### config.mk
export PLATFORM = sky130hd
export DESIGN_NAME = data_mem_wait_ctrl
export DESIGN_NICKNAME = d
export VERILOG_FILES = /design/src/rtl/data_mem_wait_ctrl.sv
export SDC_FILE = /design/constraint.sdc
export NUM_CORES = 1
export LEC_CHECK = 0
export CELL_PAD_IN_SITES_DETAIL_PLACEMENT = 0
export CELL_PAD_IN_SITES_GLOBAL_PLACEMENT = 1
export CORE_MARGIN = 2
export CORE_UTILIZATION = 31
export DETAILED_ROUTE_END_ITERATION = 8
export GPL_ROUTABILITY_DRIVEN = 1
export HOLD_SLACK_MARGIN = 0.06
export PLACE_DENSITY = 0.77
export SLEW_MARGIN = 20
export SYNTH_ARGS = -nofsm -noshare
export SYNTH_HDL_FRONTEND = slang
export SYNTH_SLANG_ARGS = --single-unit
export TNS_END_PERCENT = 100
### constraint.sdc
create_clock -name clk -period 2.35 [get_ports clk]
set_clock_uncertainty 0.1 [all_clocks]
set_input_delay 0.3525 -clock clk [delete_from_list [all_inputs] [get_ports clk]]
set_output_delay 0.3525 -clock clk [all_outputs]
set_load 0.02 [all_outputs]
### src/rtl/data_mem_wait_ctrl.sv
// Purpose : wait-state controller between the CPU data port and dataMemory.
// Latency : WAIT_CYCLES+2 cycles after the request cycle for good accesses, 1 for misaligned ones.
// Backpr. : CPU holds cpu_read/cpu_write until the one-cycle cpu_ready pulse; no re-accept in DONE/ERR.
//
// Ports:
//   clk, reset                  clock and asynchronous active-low reset
//   cpu_read/cpu_write          request strobes (write wins when both are high)
//   cpu_addr/cpu_wdata          request byte address and write data
//   cpu_rdata                   last completed read data (held across writes and errors)
//   cpu_ready/cpu_err           one-cycle completion pulse; err flags a misaligned request
//   busy                        high whenever the FSM is not idle
//   mem_read/mem_write          dataMemory strobes (exactly one write cycle per write)
//   mem_addr/mem_wdata          latched request address and data
//   mem_rdata                   dataMemory read data
//   access_count                completed good accesses, wraps
module data_mem_wait_ctrl #(
    parameter int ADDR_W      = 32,
    parameter int DATA_W      = 32,
    parameter int WAIT_CYCLES = 2,
    parameter int CNT_W       = 16
) (
    input  logic              clk,
    input  logic              reset,
    input  logic              cpu_read,
    input  logic              cpu_write,
    input  logic [ADDR_W-1:0] cpu_addr,
    input  logic [DATA_W-1:0] cpu_wdata,
    output logic [DATA_W-1:0] cpu_rdata,
    output logic              cpu_ready,
    output logic              cpu_err,
    output logic              busy,
    output logic              mem_read,
    output logic              mem_write,
    output logic [ADDR_W-1:0] mem_addr,
    output logic [DATA_W-1:0] mem_wdata,
    input  logic [DATA_W-1:0] mem_rdata,
    output logic [CNT_W-1:0]  access_count
);

    typedef enum logic [1:0] {
        S_IDLE = 2'd0,
        S_WAIT = 2'd1,
        S_DONE = 2'd2,
        S_ERR  = 2'd3
    } state_t;

    localparam logic [7:0] WAIT_INIT = 8'(WAIT_CYCLES);

    state_t            state;
    logic [7:0]        cnt;
    logic [ADDR_W-1:0] lat_addr;
    logic [DATA_W-1:0] lat_wdata;
    logic              lat_wr;   // 1 = write, 0 = read

    always_ff @(posedge clk or negedge reset) begin
        if (!reset) begin
            state        <= S_IDLE;
            cnt          <= '0;
            lat_addr     <= '0;
            lat_wdata    <= '0;
            lat_wr       <= 1'b0;
            cpu_rdata    <= '0;
            access_count <= '0;
        end else begin
            case (state)
                S_IDLE: begin
                    if (cpu_read || cpu_write) begin
                        lat_addr  <= cpu_addr;
                        lat_wdata <= cpu_wdata;
                        lat_wr    <= cpu_write;
                        // Only the low two address bits decide word alignment.
                        if (cpu_addr[1:0] != 2'b00) begin
                            state <= S_ERR;
                        end else begin
                            state <= S_WAIT;
                            cnt   <= WAIT_INIT;
                        end
                    end
                end
                S_WAIT: begin
                    if (cnt != 8'd0) begin
                        cnt <= cnt - 8'd1;
                    end else begin
                        state        <= S_DONE;
                        access_count <= access_count + CNT_W'(1);
                        if (!lat_wr) begin
                            cpu_rdata <= mem_rdata;
                        end
                    end
                end
                S_DONE:  state <= S_IDLE;
                S_ERR:   state <= S_IDLE;
                default: state <= S_IDLE;
            endcase
        end
    end

    // Outputs decode from registered state so a reset drops them at once.
    assign busy      = (state != S_IDLE);
    assign cpu_ready = (state == S_DONE) || (state == S_ERR);
    assign cpu_err   = (state == S_ERR);
    assign mem_read  = (state == S_WAIT) && !lat_wr;
    // Write strobe only in the final wait cycle so memory sees a single write.
    assign mem_write = (state == S_WAIT) && lat_wr && (cnt == 8'd0);
    assign mem_addr  = lat_addr;
    assign mem_wdata = lat_wdata;

endmodule
# After elaboration in Yosys (flattened, before gate mapping)
# Index checks and enable logic that the tools add are counted.
[word_totals]
input_bits = 100
regBits = 123
elab_cells = 44
[op_classes]
n_addsub = 2
bitwise = 2
reduce_logical = 18
muxes = 8
eq_ne = 7
[op_table]
columns = ["op", "count"]
rows = [
  ["2-to-1 mux 8 bit", 3],
  ["adder 16 x 1 -> 16 bit, second input constant", 1],
  ["case mux 8 bit (2 select lines)", 1],
  ["zero test 8 bit", 1],
  ["inequality test 2 bit, second input constant", 4],
  ["nonzero test 8 bit", 1],
  ["subtractor 8 x 1 -> 8 bit, second input constant", 1],
  ["2-to-1 mux 2 bit", 3],
  ["case mux 2 bit (3 select lines)", 1],
  ["AND reduction 2 bit", 3],
  ["nonzero test 2 bit", 3],
  ["== test 2 bit, second input constant", 2],
  ["AND reduction 4 bit", 1],
  ["logical AND 1 bit", 3],
  ["AND reduction 3 bit", 1],
  ["== test 2 x 1 -> 1 bit, second input constant", 1],
  ["zero test 2 bit", 1],
  ["logical OR 1 bit", 2],
  ["NOT 1 bit", 2],
  ["OR reduction 2 bit", 1],
  ["zero test 1 bit", 1],
]

# Logic depth before layout (Yosys ltp)
# Gate-level depths: netlist of run 1.
[depth]
depth_word = 4
depth_mapped = 7
ltp_nobuf = 6

# Worst setup path before layout of run 1
# OpenSTA, ideal clock, no wires.
[synth_path]
path_type = "flip-flop to output port"
startpoint = "register cnt[0]"
endpoint = "output mem_write"
path_buffers = 1
setup_slack_ns = 0.323
arrival_time_ns = 1.575
required_time_ns = 1.898
stages_incl_launch_ff = 7
path_cell_list = "dfrtp_1 -> inv_1 -> ha_1 -> nor3b_4 -> and3_1 -> buf_2 -> and2_1"
[synth_between]
elab_chain_len = 2
[synth_lines]
columns = ["item", "line_no", "rtl"]
rows = [
  ["start, declared", "50", "logic [7:0] cnt;"],
  ["start signal, assigned", "82", "cnt <= cnt - 8'd1;"],
  ["zero test 8 bit", "104", "assign mem_write = (state == S_WAIT) && lat_wr && (cnt == 8'd0);"],
  ["logical AND 1 bit", "104", ""],
  ["end, declared", "33", "output logic mem_write,"],
]
# Every way passes these cells.

# Final worst setup path of run 1
[layout_path]
startpoint = "register state[1]"
endpoint = "output mem_read"
[layout_between]
elab_chain_len = 2
[layout_lines]
columns = ["item", "line_no", "rtl"]
rows = [
  ["start, declared", "49", "state_t state;"],
  ["start signal, assigned", "57", "state <= S_IDLE;"],
  ["start signal, assigned", "73", "state <= S_ERR;"],
  ["start signal, assigned", "75", "state <= S_WAIT;"],
  ["== test 2 x 1 -> 1 bit", "102", "assign mem_read = (state == S_WAIT) && !lat_wr;"],
  ["logical AND 1 bit", "102", ""],
  ["end, declared", "32", "output logic mem_read,"],
]
# Every way passes these cells.

==> key figures, run 1 <==
Run status
  • Outcome: complete, no violations

Clock network
  • Clk_lat worst skew: 0.41 ns
  • Root Driver: clkbuf_16
  • CTS tree: built
  • CTS max path bufs: 2
  • Number of buffers created by CTS: 17
  • Clk slew on worst S/H paths: 0.05 ns
  • Setup bufs post-CTS: 0
  • Clock sink count: 123
  • CTS H-tree depth: 4

Synth
  • Synth Flop Type: dfrtp_1
  • Synth Instances: 472
  • Largest family of logic cells by synthesized area: simple AND/OR/NAND/NOR gates
  • Post-synthesis simple-gate area fraction: 22.7%
  • Post-synth EDFFs: 0
  • YS warnings: 0
  • Synth Area in Compound Gates: 1.50%
  • XOR/XNOR Fraction of Synth Area: a little under 3%
  • Cell Area, Synth: 4990 um^2
  • Sequential cell area fraction in the yosys report: around three fifths
  • Share of flip-flops with an asynchronous set or reset: 100%
  • #FFs+latches synth: 123
  • Synthesized area per cell: 10.6 um^2
  • Syn nets: 575
  • Adder-Cell Fraction of Synth Area: 0.752%
  • Unique cell type count in the Yosys netlist: 39
  • Mux share of post-synthesis cell area: 7.82%

STA
  • Slew headroom: 52.8%
  • Final hold vios: 0
  • Final min period: 2.26 ns
  • Setup_tns: 0 ns
  • Max-slew violation count: 0
  • Fmax: 443 MHz
  • Worst hold slack: 0.369 ns
  • Crit share post-route: 96.1%
  • Final setup vio count: 0
  • RSZ-0062 raised after global routing: false
  • Worst slew pin tran: 0.708 ns

Power and ir drop
  • Clk pwr share: 26.4%
  • VDD IR-drop max: 645 uV
  • Total power: 10.6 mW
  • Switching Power: 3.77 mW
  • LEAKAGE: 3.80 nW
  • Power Density: between 1000 and 1500 nW/um^2
  • Power share of the sequential group: 32.1%
  • Logic pwr share: between 40% and 50%
  • Switching Fraction: 35.4%
  • Power Internal: between 6 and 7 mW

Route
  • # DRC: 0
  • WL/cell: 14.3 um
  • Routed wire length: approximately 13,000 um
  • DRT Pass-1 Iters: 4
  • Vias/cell: between 4 and 5
  • Post-DRT Antenna Nets: 0
  • Total number of vias: 4,107
  • DRC marker count from the first detailed-route iteration: 146

Critical path
  • Critical path startpoint category: flop
  • WP data required: 1.90 ns
  • Max FO, Critical Path: 6
  • Path depth of the worst reg2reg path: 8
  • Critical path arrival: 1.81 ns
  • Critical path class: reg -> out
  • CP endpoint: mem_read
  • Crit path capture type: output port
  • Reg2reg end: cpu_rdata[2]
  • Crit path from: state[1]
  • Worst reg-to-reg setup slack: 0.29 ns
  • RR Startpoint: cnt[1]

Cells and area
  • Final core occ: 51.2%
  • Share of cells above drive strength 1: about 8%
  • Post-Layout Cell Count: 928
  • Ant. Diodes: 0
  • Nets: 802
  • Area grow syn2layout: 62.5%
  • Filler instances: roughly 1,400

GRT
  • Largest net degree at the start of global routing: between 100 and 150
  • First-pass GRT wire length: 20,900 um
  • Vias in the first global route: ~4,200
  • Initial antenna violation count: 0
  • Gr ovfl total: 0
  • Total GRT Usage: 15.8%

Placed design
  • Dpl cells: 895
  • Port buffer count: 216
  • GP Congestion: 0.760
  • Post-DP HPWL: approximately 9500 um

Floorplanning
  • Initial Util: 31.5%
  • DIE AREA: 17,100 um^2
  • Core ar.: 15,800 um^2
  • Die Ht: around 130 um
  • Die W: 131 um
  • Ports: 217
  • Row count: 46

Hold path
  • Hold Crit Class: reg -> reg

Run
  • Max-Cap Viols: 0
==> kinds of logic after synthesis <==
| kind of cell | Yosys count |
|---|---|
| simple gates | 257 |
| flops | 123 |
| mux | 35 |
| buf+inv | 26 |
| xor+xnor | 17 |
| compound gates | 11 |
| fa+ha+maj | 3 |
==> registers in the layout, indices dropped and copies added, names as in the netlist <==
signal	flops
lat_wr	1
access_count	16
cnt	8
mem_wdata	32
state	2
mem_addr	32
cpu_rdata	32
==> worst min-delay path by stage <==
stage               cells after the start           from  slack (ns)               to
floorplan                               0          reset       -0.04  access_count[0]
global placement                        2  mem_wdata[20]        0.36    mem_wdata[20]
detailed placement                      2  mem_wdata[30]        0.36    mem_wdata[30]
CTS                                     3   cpu_addr[10]        0.35     mem_addr[10]
global route                            3   cpu_addr[10]        0.36     mem_addr[10]
finish                                  2   mem_addr[10]        0.37     mem_addr[10]
==> power groups by stage <==
stage               clock (mW)  combinational [mW]  sequential (mW)
finish                    2.81                4.41             3.42
CTS                       2.89                4.49             3.43
global route              2.98                4.82             3.52
detailed placement           0                4.48             3.45
floorplan                    0                1.38             4.26
global placement             0                4.41             3.41
==> area by class of cell <==
| class | instances | area, um^2 | share of cell area, % |
|---|---|---|---|
| timing repair buffer | 229 | 2300 | 28.4 |
| inverter | 5 | 18.8 | 0.231 |
| clock buffer | 21 | 440 | 5.43 |
| tap | 216 | 270 | 3.33 |
| multi-input combinational | 323 | 1800 | 22.2 |
| clock inverter | 11 | 194 | 2.39 |
| sequential | 123 | 3080 | 38.0 |
==> per-layer routing <==
layer  global-route usage [%]  vias up  wire length [um]
met5                        0        -                 0
met4                     5.94        0               195
met3                     6.27       19              1270
met2                     26.3      164              6320
met1                     18.3     1949              5460
li1                         -     1975                 -
==> repair_timing <==
item	in CTS	in global routing
endpoints found under the hold margin	123	0
resized for setup	3	1
pin swaps	0	0
setup endpoints to repair	1	1
hold buffers	1	0
gates cloned	0	0
==> cells in the final DEF, fill, tap and decap left out, types with 5 or more instances in the layout <==
cell type and instances:
nor2_1 13, dfrtp_1 123, nand3_1 6, xnor2_1 13, nand4_1 8, nand2_1 206
mux2_1 32, buf_4 9, clkbuf_16 17, bufinv_16 5, clkdlybuf4s50_1 214
==> metrics by stage <==
| stage | setup slack (ns) | area [um^2] |
|---|---|---|
| 2_1_floorplan | 0.323 | 4990 |
| 3_3_place_gp | 0.175 | 7470 |
| 3_5_place_dp | 0.134 | 7470 |
| 4_1_cts | 0.0444 | 8120 |
| 5_1_grt | 0.00280 | 8110 |
| 6_report | 0.0908 | 8110 |
==> critical path: stages, from the launching register on <==
cell and delay [ns]:
dfrtp_1 0.44, nor2b_1 0.20, nor2b_1 0.16, clkdlybuf4s50_1 0.61
==> cell usage after synthesis, types with 3 or more instances <==
master	number	area [um^2]
buf_2	6	30.0
inv_1	4	15.0
o21ai_1	3	15.0
buf_1	4	15.0
dfrtp_1	123	3080
nand3_1	6	30.0
nand4_1	8	50.1
clkbuf_1	8	30.0
xnor2_1	13	114
mux2_1	32	360
a21oi_1	4	20.0
mux2i_1	3	30.0
xor2_1	4	35.0
nor2_1	14	52.6
nand2_1	206	773
buf_6	3	33.8
ha_1	3	37.5
Note: power is estimated with default switching activity, not from simulation.
==> inputs of run 2 (changes only) <==
- SLEW_MARGIN: 20 -> not set
==> results of run 2 <==
Same layout as run 1: the final DEF is identical, and so are final timing and power.
==> inputs of run 3 (changes only) <==
- ABC_AREA: not set -> 1
- CTS_CLUSTER_SIZE: not set -> 8
- PLACE_DENSITY: 0.77 -> 0.79
==> run 3 against run 2 <==
Worst hold slack got worse by 0.010 ns. Register-to-register slack got worse by 0.03 ns. Synthesized cell count rose by 36%. Combinational power rose by 26%. Sequential share of layout area fell by 1.2 points. Non-clock buffer count fell by 2. Via count rose by 18%. Synthesized area rose by 6.4%. Total power rose by 13%. Utilization fell by 0.88 points. Largest cell class unchanged.
==> key figures, run 3 <==
Floorplanning
  • Initial Util: 31.9% (was 31.5%)
  • Die W: 135 um (was 131 um)
  • DIE AREA: 18,200 um^2 (was 17,100 um^2)
  • Ports: 217 (unchanged)
  • Die Ht: 135 um (was 131 um)
  • Core ar.: 16,600 um^2 (was 15,800 um^2)
  • Row count: 47 (was 46)

STA
  • Max-slew violation count: 0 (unchanged)
  • Setup_tns: 0 ns (unchanged)
  • RSZ-0062 raised after global routing: false (unchanged)
  • Fmax: 467 MHz (was 443 MHz)
  • Final min period: 2.14 ns (was 2.26 ns)
  • Crit share post-route: 91.0% (was 96.1%)
  • Worst slew pin tran: 0.514 ns (was 0.708 ns)
  • Final setup vio count: 0 (unchanged)
  • Setup WS post-layout: 0.210 ns (was 0.0908 ns)
  • Slew headroom: 65.7% (was 52.8%)
  • Worst hold slack: 0.359 ns (was 0.369 ns)
  • Final hold vios: 0 (unchanged)

Critical path
  • Path depth of the worst reg2reg path: 10 (was 8)
  • Critical path startpoint category: flop (unchanged)
  • RR Startpoint: cnt[0] (was cnt[1])
  • Worst reg-to-reg setup slack: 0.26 ns (was 0.29 ns)
  • Max FO, Critical Path: 5 (was 6)
  • Critical path class: reg -> out (unchanged)
  • WP data required: 1.90 ns (about the same)
  • Reg2reg end: cpu_rdata[20] (was cpu_rdata[2])
  • Crit path capture type: output port (unchanged)
  • Crit path from: cnt[0] (was state[1])
  • Critical path arrival: 1.69 ns (was 1.81 ns)

Route
  • Total number of vias: 4,861 (was 4,107)
  • Vias/cell: 4.44 (was 4.43)
  • # DRC: 0 (unchanged)
  • Post-DRT Antenna Nets: 0 (unchanged)
  • DRC marker count from the first detailed-route iteration: 203 (was 146)
  • Routed wire length: 15,000 um (was 13,200 um)
  • DRT Pass-1 Iters: 4 (unchanged)
  • WL/cell: 13.7 um (was 14.3 um)

Synth
  • #FFs+latches synth: 123 (unchanged)
  • Synth Instances: 644 (was 472)
  • Most common cell in the netlist: nand2_1 (unchanged)
  • Top area cells in the synthesized netlist: dfrtp_1 58%, nand2_1 24%, nand3_1 4.1% (was dfrtp_1 62%, nand2_1 15%, mux2_1 7.2%)
  • YS warnings: 0 (unchanged)
  • Unique cell type count in the Yosys netlist: 28 (was 39)
  • Share of flip-flops with an asynchronous set or reset: 100% (unchanged)
  • Post-synth top cells: 342 x nand2_1, 123 x dfrtp_1, 44 x nand3_1, 28 x nor2_1, 26 x inv_1 (was 206 x nand2_1, 123 x dfrtp_1, 32 x mux2_1, 14 x nor2_1, 13 x xnor2_1)
  • Synth Flop Type: dfrtp_1 (unchanged)
  • Sequential cell area fraction in the yosys report: 57.9% (was 61.7%)
  • Cell Area, Synth: 5310 um^2 (was 4990 um^2)
  • Syn nets: 747 (was 575)
  • Post-synth EDFFs: 0 (unchanged)
  • Post-synth top area cell: dfrtp_1 (unchanged)
  • Synthesized area per cell: 8.25 um^2 (was 10.6 um^2)
  • Yosys top cell area share: 57.9% (was 61.7%)

Cells and area
  • Post-Layout Cell Count: 1,096 (was 928)
  • Finished Cell Area: 8380 um^2 (was 8110 um^2)
  • Commonest non-fill, non-tap cell in the layout: nand2_1 (was clkdlybuf4s50_1)
  • Most frequent cells in the layout: 342 x nand2_1, 213 x clkdlybuf4s50_1, 123 x dfrtp_1 (was 214 x clkdlybuf4s50_1, 206 x nand2_1, 123 x dfrtp_1)
  • Ant. Diodes: 0 (unchanged)
  • Share of cells above drive strength 1: 6.28% (was 7.87%)
  • Nets: 966 (was 802)
  • Area grow syn2layout: 57.7% (was 62.5%)
  • Final core occ: 50.4% (was 51.2%)

GRT
  • Vias in the first global route: 4,691 (was 4,178)
  • Gr ovfl total: 0 (unchanged)
  • First-pass GRT wire length: 24,400 um (was 20,900 um)
  • Largest net degree at the start of global routing: 67 (was 124)
  • Initial antenna violation count: 0 (unchanged)
  • Total GRT Usage: 17.3% (was 15.8%)

Power and ir drop
  • VDD IR-drop max: 795 uV (was 645 uV)
  • Power Density: 1430 nW/um^2 (was 1310 nW/um^2)
  • Total power: 12.0 mW (was 10.6 mW)
  • LEAKAGE: 4.00 nW (was 3.80 nW)

Hold path
  • Hold Crit Class: in -> async (was reg -> reg)

Clock network
  • Clock sink count: 123 (unchanged)
  • CTS H-tree depth: 4 (unchanged)
  • Setup bufs post-CTS: 0 (unchanged)
  • Number of buffers created by CTS: 17 (unchanged)
  • Root Driver: clkbuf_16 (unchanged)
  • Clk_lat worst skew: 0.42 ns (was 0.41 ns)
  • Clk slew on worst S/H paths: 0.05 ns (about the same)
  • CTS max path bufs: 2 (unchanged)
  • CTS tree: built (unchanged)

Run
  • Max-Cap Viols: 0 (unchanged)

Placed design
  • Port buffer count: 216 (unchanged)
  • Dpl ws: 0.184 ns (was 0.134 ns)
  • Dpl cell area: 7730 um^2 (was 7470 um^2)
  • Post-DP HPWL: 10,700 um (was 9470 um)
  • GP Congestion: 0.811 (was 0.760)
  • Dpl cells: 1,063 (was 895)

Run status
  • Outcome: complete, no violations (unchanged)
## run 3: cell count changes after synthesis, sizes merged, moves of 7 or more
cell,previous run,this run
nor2,15,32
nand2,206,345
inv,5,29
mux2,32,0
buf,13,20
o21ai,3,19
nand3,7,44
xnor2,13,3
## run 3: worst max-delay path by stage
stage	end	slack, ns
detailed placement	mem_write	0.18
floorplan	mem_write	0.46
global placement	mem_write	0.19
finish	mem_write	0.21
global route	cpu_rdata[15]	0.02
CTS	mem_write	0.006
## run 3: logic make-up (layout without fill, tap and decap cells)
group / after synthesis / after routing / share of synthesized area (%)
and+or+nand+nor: 430 / 430 / 32.5
buffers and inverters: 57 / 289 / 5.18
AOI/OAI and AO/OA: 23 / 23 / 2.31
DFF: 123 / 123 / 57.9
adders and majority gates: 3 / 3 / 0.707
xor gates and xnor gates: 8 / 8 / 1.32
## run 3: critical path, cell delays in order, from the launching register on
cell and delay [ns]:
dfrtp_1 0.37, inv_1 0.13, ha_1 0.16, nand3_1 0.13
nor2_4 0.16, nand2_4 0.05, nor2_1 0.09, clkbuf_2 0.17
## run 3: cell type report
cell class / count / area (um^2)
clock buffers: 18 / 439
clock inverters: 14 / 200
fillers: 1611 / 8260
inverters: 30 / 115
multi-input cells: 464 / 1970
flip-flops and latches: 123 / 3080
well taps: 220 / 275
repair buffers: 227 / 2300
## run 3: timing repair
action / in CTS / in global routing
hold endpoints to repair: 33 / 0
gates resized for setup: 3 / 2
endpoints found under the setup margin: 2 / 1
gates cloned: 0 / 0
hold buffers: 1 / 0
## run 3: report_power, final
| part | total [mW] | switching [mW] | internal [mW] |
|---|---|---|---|
| Combinational | 5.54 | 3.16 | 2.37 |
| Sequential | 3.66 | 0.586 | 3.07 |
| Clock | 2.83 | 0.933 | 1.89 |
## run 3: metal layers
metal,vias up,wire (um),global-route usage (%),share of wire (%)
met1,2231,6390,21.0,43
li1,2428,-,-,-
met5,-,0,0,0
met3,13,1800,9.80,12
met2,189,6650,26.2,44
met4,0,144,4.97,0.96
